File: src/rtl/game_tick_ramp.sv
// -----------------------------------------------------------------------------
// game_tick_ramp
//
// Game-speed clock generator. Divides clk into a square wave (div_out) whose
// half-period is (terminal count + 1) clk cycles, and emits a one-cycle tick
// in the cycle after each div_out toggle. Every TOGGLES_PER_LEVEL toggles the
// terminal count is reduced by STEP, clamped at MIN_DIV, so the game speeds up
// over time. run pauses everything; restart reloads the power-on state.
//
// Ports:
//   clk      in   system clock (single domain)
//   rst      in   asynchronous reset, active-high
//   run      in   1 = counting, 0 = hold all state (tick forced low)
//   restart  in   synchronous reload to reset state; overrides run
//   div_out  out  divided square wave, 1 out of reset
//   tick     out  one-cycle pulse in the cycle after each div_out toggle
//   level    out  number of speed-ups applied, saturating at all-ones
//   at_max   out  1 when the terminal count has reached MIN_DIV
//   cur_div  out  current terminal count
// -----------------------------------------------------------------------------
module game_tick_ramp #(
  parameter int CNT_W             = 28,
  parameter int INIT_DIV          = 200000,
  parameter int MIN_DIV           = 100000,
  parameter int STEP              = 20000,
  parameter int TOGGLES_PER_LEVEL = 10000,
  parameter int FULL_W            = 15,
  parameter int LVL_W             = 4
) (
  input  logic             clk,
  input  logic             rst,
  input  logic             run,
  input  logic             restart,
  output logic             div_out,
  output logic             tick,
  output logic [LVL_W-1:0] level,
  output logic             at_max,
  output logic [CNT_W-1:0] cur_div
);

  // ---------------------------------------------------------------------------
  // Elaboration-time parameter legality
  // ---------------------------------------------------------------------------
  if (!((MIN_DIV <= INIT_DIV) && (longint'(INIT_DIV) < (longint'(1) << CNT_W))))
  begin : g_bad_div
    $error("game_tick_ramp: need MIN_DIV <= INIT_DIV < 2**CNT_W");
  end
  if (STEP < 1) begin : g_bad_step
    $error("game_tick_ramp: STEP must be >= 1");
  end
  if (!((TOGGLES_PER_LEVEL >= 1) &&
        (longint'(TOGGLES_PER_LEVEL) <= (longint'(1) << FULL_W))))
  begin : g_bad_tpl
    $error("game_tick_ramp: need 1 <= TOGGLES_PER_LEVEL <= 2**FULL_W");
  end

  localparam logic [CNT_W-1:0]  C_INIT      = CNT_W'(INIT_DIV);
  localparam logic [CNT_W-1:0]  C_MIN       = CNT_W'(MIN_DIV);
  localparam logic [CNT_W-1:0]  C_STEP      = CNT_W'(STEP);
  // A STEP that does not fit in CNT_W is always larger than any gap, so the
  // speed-up must clamp instead of subtracting a truncated value.
  localparam bit                C_STEP_FITS = longint'(STEP) < (longint'(1) << CNT_W);
  localparam logic [FULL_W-1:0] C_FULL_LAST = FULL_W'(TOGGLES_PER_LEVEL - 1);
  localparam logic [LVL_W-1:0]  C_LVL_MAX   = '1;
  localparam logic              C_AT_MAX_RST = (INIT_DIV == MIN_DIV);

  // ---------------------------------------------------------------------------
  // State
  // ---------------------------------------------------------------------------
  logic [CNT_W-1:0]  r_cnt;
  logic [CNT_W-1:0]  r_div;
  logic [FULL_W-1:0] r_full;
  logic              r_div_out;
  logic              r_tick;
  logic [LVL_W-1:0]  r_level;
  logic              r_at_max;

  logic [CNT_W-1:0]  w_cnt_nxt;
  logic [CNT_W-1:0]  w_div_nxt;
  logic [FULL_W-1:0] w_full_nxt;
  logic              w_div_out_nxt;
  logic              w_tick_nxt;
  logic [LVL_W-1:0]  w_level_nxt;
  logic              w_toggle;
  logic              w_level_up;
  logic [CNT_W-1:0]  w_gap;

  // ---------------------------------------------------------------------------
  // Next-state logic
  // ---------------------------------------------------------------------------
  always_comb begin
    // NOTE: every output of this block gets a default first, so no path can
    // leave a value unassigned and infer a latch.
    w_cnt_nxt     = r_cnt;
    w_div_nxt     = r_div;
    w_full_nxt    = r_full;
    w_div_out_nxt = r_div_out;
    w_tick_nxt    = 1'b0;
    w_level_nxt   = r_level;
    w_toggle      = run && (r_cnt >= r_div);
    w_level_up    = w_toggle && (r_full == C_FULL_LAST);
    // r_div never drops below C_MIN, so this gap cannot wrap.
    w_gap         = r_div - C_MIN;

    if (run) begin
      if (w_toggle) begin
        w_cnt_nxt     = '0;
        w_div_out_nxt = ~r_div_out;
        w_tick_nxt    = 1'b1;
        w_full_nxt    = w_level_up ? '0 : r_full + FULL_W'(1);
      end else begin
        w_cnt_nxt = r_cnt + CNT_W'(1);
      end
    end

    if (w_level_up) begin
      if (C_STEP_FITS && (w_gap >= C_STEP)) begin
        w_div_nxt = r_div - C_STEP;
      end else if (r_div > C_MIN) begin
        w_div_nxt = C_MIN;
      end
      // Level only counts speed-ups that actually changed the period.
      if ((w_div_nxt != r_div) && (r_level != C_LVL_MAX)) begin
        w_level_nxt = r_level + LVL_W'(1);
      end
    end
  end

  // ---------------------------------------------------------------------------
  // Registers
  // ---------------------------------------------------------------------------
  always_ff @(posedge clk or posedge rst) begin
    // NOTE: state is updated with non-blocking assignments so every register
    // samples the pre-edge values, independent of statement order.
    if (rst) begin
      r_cnt     <= '0;
      r_div     <= C_INIT;
      r_full    <= '0;
      r_div_out <= 1'b1;
      r_tick    <= 1'b0;
      r_level   <= '0;
      r_at_max  <= C_AT_MAX_RST;
    end else if (restart) begin
      r_cnt     <= '0;
      r_div     <= C_INIT;
      r_full    <= '0;
      r_div_out <= 1'b1;
      r_tick    <= 1'b0;
      r_level   <= '0;
      r_at_max  <= C_AT_MAX_RST;
    end else begin
      r_cnt     <= w_cnt_nxt;
      r_div     <= w_div_nxt;
      r_full    <= w_full_nxt;
      r_div_out <= w_div_out_nxt;
      r_tick    <= w_tick_nxt;
      r_level   <= w_level_nxt;
      r_at_max  <= (w_div_nxt == C_MIN);
    end
  end

  assign div_out = r_div_out;
  assign tick    = r_tick;
  assign level   = r_level;
  assign at_max  = r_at_max;
  assign cur_div = r_div;

endmodule

File: config.mk
export PLATFORM = sky130hd
export DESIGN_NAME = game_tick_ramp
export DESIGN_NICKNAME = d
export VERILOG_FILES = /design/src/rtl/game_tick_ramp.sv
export SDC_FILE = /design/constraint.sdc
export NUM_CORES = 1
export LEC_CHECK = 0
export BUFFER_PORTS_ARGS = -buffer_cell sky130_fd_sc_hd__buf_4
export CAP_MARGIN = 5
export CORE_ASPECT_RATIO = 0.8
export CORE_UTILIZATION = 50
export CTS_CLUSTER_DIAMETER = 150
export DETAILED_ROUTE_END_ITERATION = 6
export MAX_ROUTING_LAYER = met4
export PLACE_DENSITY = 0.79
export SETUP_SLACK_MARGIN = 0.15
export SYNTH_ARGS = -nofsm -noshare
export SYNTH_HDL_FRONTEND = slang
export SYNTH_SLANG_ARGS = --single-unit
File: constraint.sdc
create_clock -name clk -period 10.3 [get_ports clk]
set_clock_uncertainty 0.2 [all_clocks]
set_input_delay 1.03 -clock clk [delete_from_list [all_inputs] [get_ports clk]]
set_output_delay 1.03 -clock clk [all_outputs]
set_load 0.03 [all_outputs]
==> results by stage, run 1 <==
Outcome:
- The flow ran to the end, and the final reports show no timing, DRC or antenna violations.

Die:
- The initial cell density of the core is 51.5%.
- The overall die width is 117 um.
- The initialized floorplan defines 33 standard-cell rows.
- The total die area is between 10,000 and 15,000 um^2.
- The core region is 10,200 um^2.
- In this run the vertical extent of the chip is 93.8 um.
- 39 I/O pins were placed.

Synthesis:
- The number of warnings printed during yosys synthesis is 0.
- Counting flops with a built-in enable in the synthesized netlist gives 0.
- The average cell area after synthesis is about 8.6 um^2.
- After synthesis the cells add up to 5270 um^2.
- After synthesis, the share of flip-flops with an asynchronous set or reset is 100%.
- The post-synthesis cell count is 615.
- The post-synthesis sequential area ratio is 37.2%.
- The number of nets in the synthesized netlist is 652.
- The most frequently used flop master after synthesis is sky130_fd_sc_hd__dfrtp_1.
- The total of flip-flops plus latches after synthesis is 78.
- The count of different cell masters after synthesis is 68.

Timing:
- Setup repair after global routing left no endpoint under its margin.
- The max-slew violation total from the final report is 0.
- Summed over all failing endpoints, the final setup total negative slack is 0 ns.
- The final-report hold violation count is 0.
- The relative max-transition margin is 29.7%.
- Derived from the worst setup path, the maximum achievable clock frequency is 0.208 GHz.
- After layout, the worst path uses a little under half of the clock period.
- Setup violations remaining at the end of the flow were counted as 0.
- The smallest hold slack is 0.318 ns.
- The minimum clock period is a little under 5 ns.
- The actual slew at the worst max-slew pin is 1.04 ns.

CTS:
- Clock-pin slew was measured on the worst setup and hold paths at 0.06 ns.
- The number of buffers created by CTS is 9.
- The cts-stage hold buffer count is 0.
- The root cell of the clock tree is sky130_fd_sc_hd__clkbuf_16.
- The insertion delay to the later sink of the worst-skew pair is 0.34 ns.
- The clock tree from TritonCTS is done.
- The H-tree was split into 3 levels.
- The number of buffers inserted to repair setup after CTS is 0.
- The post-cts gate resize count is 0.
- The number of clock sinks is 78.
- The clock passes through at most 2 buffers.

Setup path:
- STA classifies the critical path endpoint as a register.
- The critical path is of the reg -> reg type.
- The largest driver fanout on the critical path is 14.
- At the worst endpoint, the required time is 10.34 ns.
- The kind of start point of the critical path is a register.
- STA puts the critical path data arrival time at 4.85 ns.

Route:
- The routed layout has roughly 4,700 vias.
- The first-pass detailed-route iteration total is 4.
- The first routing iteration left 399 violations.
- The detail route stage leaves a number of antenna-violating nets equal to 0.
- The detail-routed net length per standard cell is 17.5 um.
- After detailed routing, the total wire length is about 14 mm.
- Dividing the detail-routed via count by the number of cells gives 6.02.
- For this run, design rule violations remaining after detail routing come to 0.

Pwr:
- In this run switching power makes up 20.9% of total power.
- The internal power of the cells totals between 500 and 600 uW.
- The proportion of power drawn by combinational gates is about 2.8%.
- The fraction of power consumed by the clock network is approximately half.
- In this run, flip-flops and latches consume between 40% and 50% of the power.
- The power spent charging and discharging nets is 142 uW.
- The maximum VDD drop is 0.0000890 V.
- The cell leakage power is approximately 0.0025 uW.
- The total power per unit cell area is 114 nW/um^2.

Layout:
- The final design instance area without fill is 5950 um^2.
- Relative to the synthesized area, the layout overhead comes to 13.0%.
- Registers take 1960 um^2.
- The multi-input combinational cells in the finished layout cover a total of 3040 um^2.
- The final design utilization is 58.2%.
- The antenna diode instance count is 0.
- For this run, the post-layout net count is 673.
- In the final layout, the share of cells above drive strength 1 is 12.3%.
- The fill cell instance count of the final layout is 921.

Place:
- The routability-driven placement congestion ratio is 0.957.
- The count of port buffers added during placement is 38.
- The HPWL after detailed placement is 9.90 mm.
- The standard cell area after detailed placement is 5610 um^2.

Global route:
- Entering global routing, the biggest net connects 79 pins.
- The number of antenna violations at the first check in global routing is 0.
- The via count of the first global-routing pass was 4,364.
- The global-route wire length before repair is approximately 22 mm.
- Global routing finished with a remaining overflow of 0.
- In the global route stage, overall resource usage came out at ~28%.

Min path:
- The worst min-delay path class is reg -> reg.

Flow run:
- The tool flagged a number of max-cap violations equal to 0.
[final timing paths]
path / end / slack (ns) / start / cells past startpoint
min: r_full[8]$_DFFE_PP0P_ / 0.32 / r_full[8]$_DFFE_PP0P_ / 1
max: at_max$_DFF_PP0_ / 5.50 / cur_div[5]$_DFF_PP0_ / 11
min in group asynchronous: r_cnt[2]$_DFFE_PP0P_ / 0.80 / rst / 3
max in group asynchronous: cur_div[14]$_DFF_PP0_ / 8.48 / rst / 3
min reg2reg: r_full[8]$_DFFE_PP0P_ / 0.32 / r_full[8]$_DFFE_PP0P_ / 1
max reg2reg: at_max$_DFF_PP0_ / 5.50 / cur_div[5]$_DFF_PP0_ / 11
[flip-flops by register name, summed over array words and instances (netlist names)]
signal,cells
cur_div,28
r_cnt,28
r_full,15
level,4
at_max,1
div_out,1
tick,1
[critical path, stage by stage (launching register included)]
cell and delay [ns]:
sky130_fd_sc_hd__dfrtp_1 0.59, sky130_fd_sc_hd__inv_1 0.16, sky130_fd_sc_hd__ha_1 0.34, sky130_fd_sc_hd__nand2b_1 0.22
sky130_fd_sc_hd__a21o_1 0.24, sky130_fd_sc_hd__a211o_1 0.35, sky130_fd_sc_hd__xnor2_1 0.19, sky130_fd_sc_hd__or4b_2 0.61
sky130_fd_sc_hd__nor4bb_1 0.90, sky130_fd_sc_hd__nor2_1 0.11, sky130_fd_sc_hd__or4_1 0.49, sky130_fd_sc_hd__nor4_1 0.28
[Yosys cell counts (21+ instances only)]
cell type	number	area [um^2]
sky130_fd_sc_hd__dfrtp_1	71	1780
sky130_fd_sc_hd__xor2_1	24	210
sky130_fd_sc_hd__clkbuf_1	26	97.6
sky130_fd_sc_hd__a21oi_1	30	150
sky130_fd_sc_hd__ha_1	33	413
sky130_fd_sc_hd__nor2_1	90	338
sky130_fd_sc_hd__nand2_1	41	154
sky130_fd_sc_hd__inv_1	34	128
sky130_fd_sc_hd__nand3_1	21	105
sky130_fd_sc_hd__xnor2_1	28	245
sky130_fd_sc_hd__o21ai_0	24	120
sky130_fd_sc_hd__nand4_1	23	144
[cells in the final DEF, fill, tap and decap left out, types with 7 or more instances in the layout]
cell type	Yosys	routed
sky130_fd_sc_hd__a21oi_1	30	30
sky130_fd_sc_hd__buf_4	0	40
sky130_fd_sc_hd__clkbuf_16	0	9
sky130_fd_sc_hd__dfrtp_1	71	71
sky130_fd_sc_hd__dfstp_2	7	7
sky130_fd_sc_hd__ha_1	33	33
sky130_fd_sc_hd__inv_1	34	33
sky130_fd_sc_hd__nand2_1	41	41
sky130_fd_sc_hd__nand2b_1	9	9
sky130_fd_sc_hd__nand3_1	21	21
sky130_fd_sc_hd__nand4_1	23	23
sky130_fd_sc_hd__nor2_1	90	90
sky130_fd_sc_hd__nor3_1	19	19
sky130_fd_sc_hd__nor4_1	8	8
sky130_fd_sc_hd__o21ai_0	24	24
sky130_fd_sc_hd__or3_1	9	9
sky130_fd_sc_hd__xnor2_1	28	28
sky130_fd_sc_hd__xor2_1	24	24
[routing by layer]
layer | wire (um) | up-vias | track usage, % | part of all wire, %
li1 | - | 2232 | - | -
met1 | 6530 | 2270 | 38.8 | 48
met2 | 5940 | 175 | 38.9 | 43
met3 | 953 | 25 | 6.26 | 7.0
met4 | 240 | 0 | 9.28 | 1.8
met5 | 0 | - | - | 0
[through the flow]
stage / setup slack (ns) / instances / power [uW]
2_1_floorplan: 5.83 / 615 / 327
4_1_cts: 5.64 / 780 / 685
3_3_place_gp: 5.80 / 764 / 332
3_5_place_dp: 5.66 / 764 / 333
5_1_grt: 5.37 / 781 / 698
6_report: 5.50 / 781 / 679
[logic make-up (layout without fill, tap and decap cells)]
| kind of cell | Yosys count | in the layout | synth area share (%) |
|---|---|---|---|
| AND/OR/NAND/NOR | 267 | 267 | 26.0 |
| AO/OA/AOI/OAI | 118 | 118 | 14.8 |
| flip-flops | 78 | 78 | 37.2 |
| buffers and inverters | 65 | 91 | 5.08 |
| XOR/XNOR | 52 | 52 | 8.64 |
| adder cells (fa/ha/maj) | 33 | 33 | 7.83 |
| multiplexers | 2 | 2 | 0.404 |
[power groups by stage]
stage / registers [uW] / clock network, uW / logic (uW)
6_report: 308 / 352 / 18.9
5_1_grt: 308 / 368 / 21.7
4_1_cts: 308 / 357 / 18.8
3_5_place_dp: 314 / 0 / 18.8
3_3_place_gp: 314 / 0 / 18.3
2_1_floorplan: 314 / 0 / 13.1
[area by class of cell]
cell class,count,share of cell area (%)
Timing Repair Buffer,41,5.30
Inverter,34,2.14
Clock buffer,11,4.24
Sequential cell,78,32.9
Clock inverter,5,1.37
Multi-Input combinational cell,472,51.1
Tap cell,140,2.94
(Power assumes the default switching activity.)
==> inputs of run 2 (changes only) <==
--- a/config.mk
+++ b/config.mk
@@ -12,7 +12,7 @@
 export CTS_CLUSTER_DIAMETER = 150
 export DETAILED_ROUTE_END_ITERATION = 6
 export MAX_ROUTING_LAYER = met4
-export PLACE_DENSITY = 0.79
+export PLACE_DENSITY = 0.82
 export SETUP_SLACK_MARGIN = 0.15
 export SYNTH_ARGS = -nofsm -noshare
 export SYNTH_HDL_FRONTEND = slang
==> constraint.sdc (replaced) <==
create_clock -name clk -period 4.22 [get_ports clk]
set_clock_uncertainty 0.2 [all_clocks]
set_input_delay 0.422 -clock clk [delete_from_list [all_inputs] [get_ports clk]]
set_output_delay 0.422 -clock clk [all_outputs]
set_load 0.03 [all_outputs]
==> results by stage, run 2 (synthesis gave the netlist of run 1 again) <==
Layout:
- The finished layout holds between 800 and 900 standard cells, fillers aside.
- The layout-stage area growth over the synthesis result is 22.0%.
- The net total in the final layout is 722.
- The fraction of final layout cells sized beyond drive strength 1 is 22.2%.
- In the layout the commonest cells are sky130_fd_sc_hd__nor2_1 (87), sky130_fd_sc_hd__buf_4 (87), sky130_fd_sc_hd__dfrtp_1 (66), sky130_fd_sc_hd__nand2_1 (40), sky130_fd_sc_hd__ha_1 (32).
- 0 antenna diodes ended up in the layout.

CTS:
- The number of clock sinks is 78.
- The longest clock path from root to sink contains 2 buffers.
- TritonCTS built the clock tree.
- The root cell of the clock tree is sky130_fd_sc_hd__clkbuf_16.
- The number of buffers created by CTS is 9.
- The count of H-tree levels built during CTS is 3.
- Clock-pin slew was measured on the worst setup and hold paths at 0.06 ns.
- The insertion delay to the later sink of the worst-skew pair is 0.34 ns.

Die:
- The initial utilization of the core area, before any placement, comes to roughly half.
- The floorplan step set the die width to 117 um.
- 39 I/O pins were placed.
- The die covers 11,000 um^2.
- The core region area is 10,200 um^2.
- From bottom edge to top edge, the die measures 93.8 um.
- After floorplanning, the core was divided into 33 placement rows.

Global route:
- Global routing used between 5 and 6% of the available met3 tracks.
- The number of antenna violations at the first check in global routing is 0.
- The global routing usage on met1 is 41.2%.
- The via count of the first global-routing pass is 4,646.
- The met2 global-route usage is 42.0%.
- In this run the most used layer during global routing was met2.
- Global routing used 29.2% of the available tracks.
- The first global-routing pass estimated 23.7 mm of wire.
- After global routing the overflow that remains totals 0.
- The pin count of the biggest net entering global routing is 62.

Setup path:
- The arrival time reported for the critical path endpoint is 4.07 ns.
- Counting stages on the worst path, the most repeated cell is sky130_fd_sc_hd__o21ai_0.
- The worst stage delay on the critical path is about 0.50 ns.
- The worst setup path is launched from a register.
- The largest driver fanout on the critical path is 3.
- The critical path's top delay family is simple AND/OR/NAND/NOR gates.
- The element type at the critical path end is a register.
- By startpoint and endpoint, the worst setup path is classified as reg -> reg.
- The critical path goes through inv_1 > ha_1 > nand2_1 > o21ai_0 > o21ai_0 > nor2_2 > o211ai_1 > xnor2_1 > or4b_4 > a311o_1 > or4_1 > nor4_1.
- The cell with the largest stage delay on the worst path is sky130_fd_sc_hd__or4b_4.
- Together, buffers and inverters on the worst path number 1.
- STA puts the critical path data required time at 4.26 ns.

Place:
- The routability-driven placement congestion ratio is 0.960.
- The cell count after placement is around 800.
- The count of port buffers added during placement is 38.
- Detailed placement finished with a half-perimeter wire length of 10.9 mm.

Route:
- Using the TritonRoute via totals, the vias-per-cell ratio works out to 6.15.
- The detailed router placed 5,108 vias in this run.
- In the routed design, unresolved DRC markers number 0.
- For this block, the routed nets add up to between 15 and 20 mm of wire.
- The first TritonRoute pass finished after 5 iterations.
- The detail-routed net length per standard cell is 18.4 um.
- The residual antenna-violating net count after detailed routing is 0.
- The starting DRC count in detailed routing is 585.

Timing:
- Setup violations remaining at the end of the flow were counted as 0.
- Timing would allow up to 0.248 GHz.
- The final-report hold violation count is 0.
- The post-route clock period utilization is 95.5%.
- The worst path in the final design needs a cycle of 4.03 ns, including I/O delays and setup.
- Setup total negative slack on the finished layout was measured at 0 ns.
- The max-slew violation total from the final report is 0.
- The relative max-transition margin is 45.5%.
- At the pin with the least slew margin, the transition time is about 0.82 ns.
- Setup repair after global routing left no endpoint under its margin.

Flow run:
- The tool flagged a number of max-cap violations equal to 0.

Outcome:
- The run finished with clean final reports.

Pwr:
- The cell leakage power is about 0.0028 uW.
- The total power per unit cell area is 254 nW/um^2.
- The maximum VDD drop is 0.000191 V.

Min path:
- The worst min-delay path class is in -> reg.
==> run 2: cell types whose count changed in the layout (fill, tap and decap cells not counted), moves of 3 or more <==
| cell | change |
|---|---|
| sky130_fd_sc_hd__nor2_2 | +3 |
| sky130_fd_sc_hd__nor3_1 | -3 |
| sky130_fd_sc_hd__inv_2 | +3 |
| sky130_fd_sc_hd__nor2_1 | -3 |
| sky130_fd_sc_hd__inv_1 | -3 |
| sky130_fd_sc_hd__dfrtp_2 | +5 |
| sky130_fd_sc_hd__buf_4 | +47 |
| sky130_fd_sc_hd__dfrtp_1 | -5 |
==> run 2: worst paths after layout <==
path / from / end / slack, ns / cells after the start
worst min-delay path: run / r_cnt[1]$_DFFE_PP0P_ / 0.20 / 3
worst max-delay path: cur_div[27]$_DFF_PP0_ / at_max$_DFF_PP0_ / 0.19 / 12
max in group asynchronous: rst / cur_div[21]$_DFF_PP0_ / 2.22 / 4
min in group asynchronous: rst / r_cnt[2]$_DFFE_PP0P_ / 0.40 / 3
worst min register to register: r_full[8]$_DFFE_PP0P_ / r_full[8]$_DFFE_PP0P_ / 0.32 / 1
worst max register to register: cur_div[27]$_DFF_PP0_ / at_max$_DFF_PP0_ / 0.19 / 12
==> run 2: final cells by class <==
cell class,count,area (um^2)
Fill cell,901,3810
Multi-Input combinational cell,473,3170
Sequential cell,78,1970
Timing Repair Buffer,89,674
Clock buffer,11,233
Tap cell,140,175
Inverter,34,128
Clock inverter,5,82.6
==> run 2: power by group <==
group | leakage, uW | switching, uW | total [uW] | internal (uW)
Sequential | 0.00106 | 2.29 | 752 | 750
Clock | 0.000154 | 314 | 835 | 521
Combinational | 0.00155 | 36.6 | 47.5 | 10.9
Total | 0.00276 | 353 | 1640 | 1280
==> run 2: what timing repair did <==
action / CTS / global route
setup endpoints to repair: 1 / 1
pin swaps: 2 / 21
hold buffers: 1 / 0
resized for setup: 4 / 24
hold endpoints to repair: 14 / 0
gates cloned: 0 / 1
buffers inserted: 1 / 19
==> run 2: worst min-delay path: cells and delay by family <==
kind                   cells  cell delay, ns
AOI/OAI and AO/OA          1            0.06
buffers and inverters      1            0.14
and+or+nand+nor            1            0.07
==> run 2: metal layers <==
metal / vias up / part of all wire [%]
met5: - / 0
met3: 28 / 8.6
li1: 2338 / -
met4: 0 / 1.9
met2: 264 / 45
met1: 2478 / 45
==> run 2: through the flow <==
stage / hold slack (ns) / util (%) / setup WS (ns) / area (um^2) / total power (uW)
2_1_floorplan: 0.259 / - / 0.170 / 5340 / 797
3_3_place_gp: 0.220 / 57.1 / 0.198 / 5840 / 811
3_5_place_dp: 0.218 / 57.1 / 0.0871 / 5840 / 813
4_1_cts: 0.189 / 60.5 / 0.153 / 6200 / 1650
5_1_grt: 0.200 / 62.8 / 0.126 / 6430 / 1690
6_report: 0.196 / 62.8 / 0.188 / 6430 / 1640
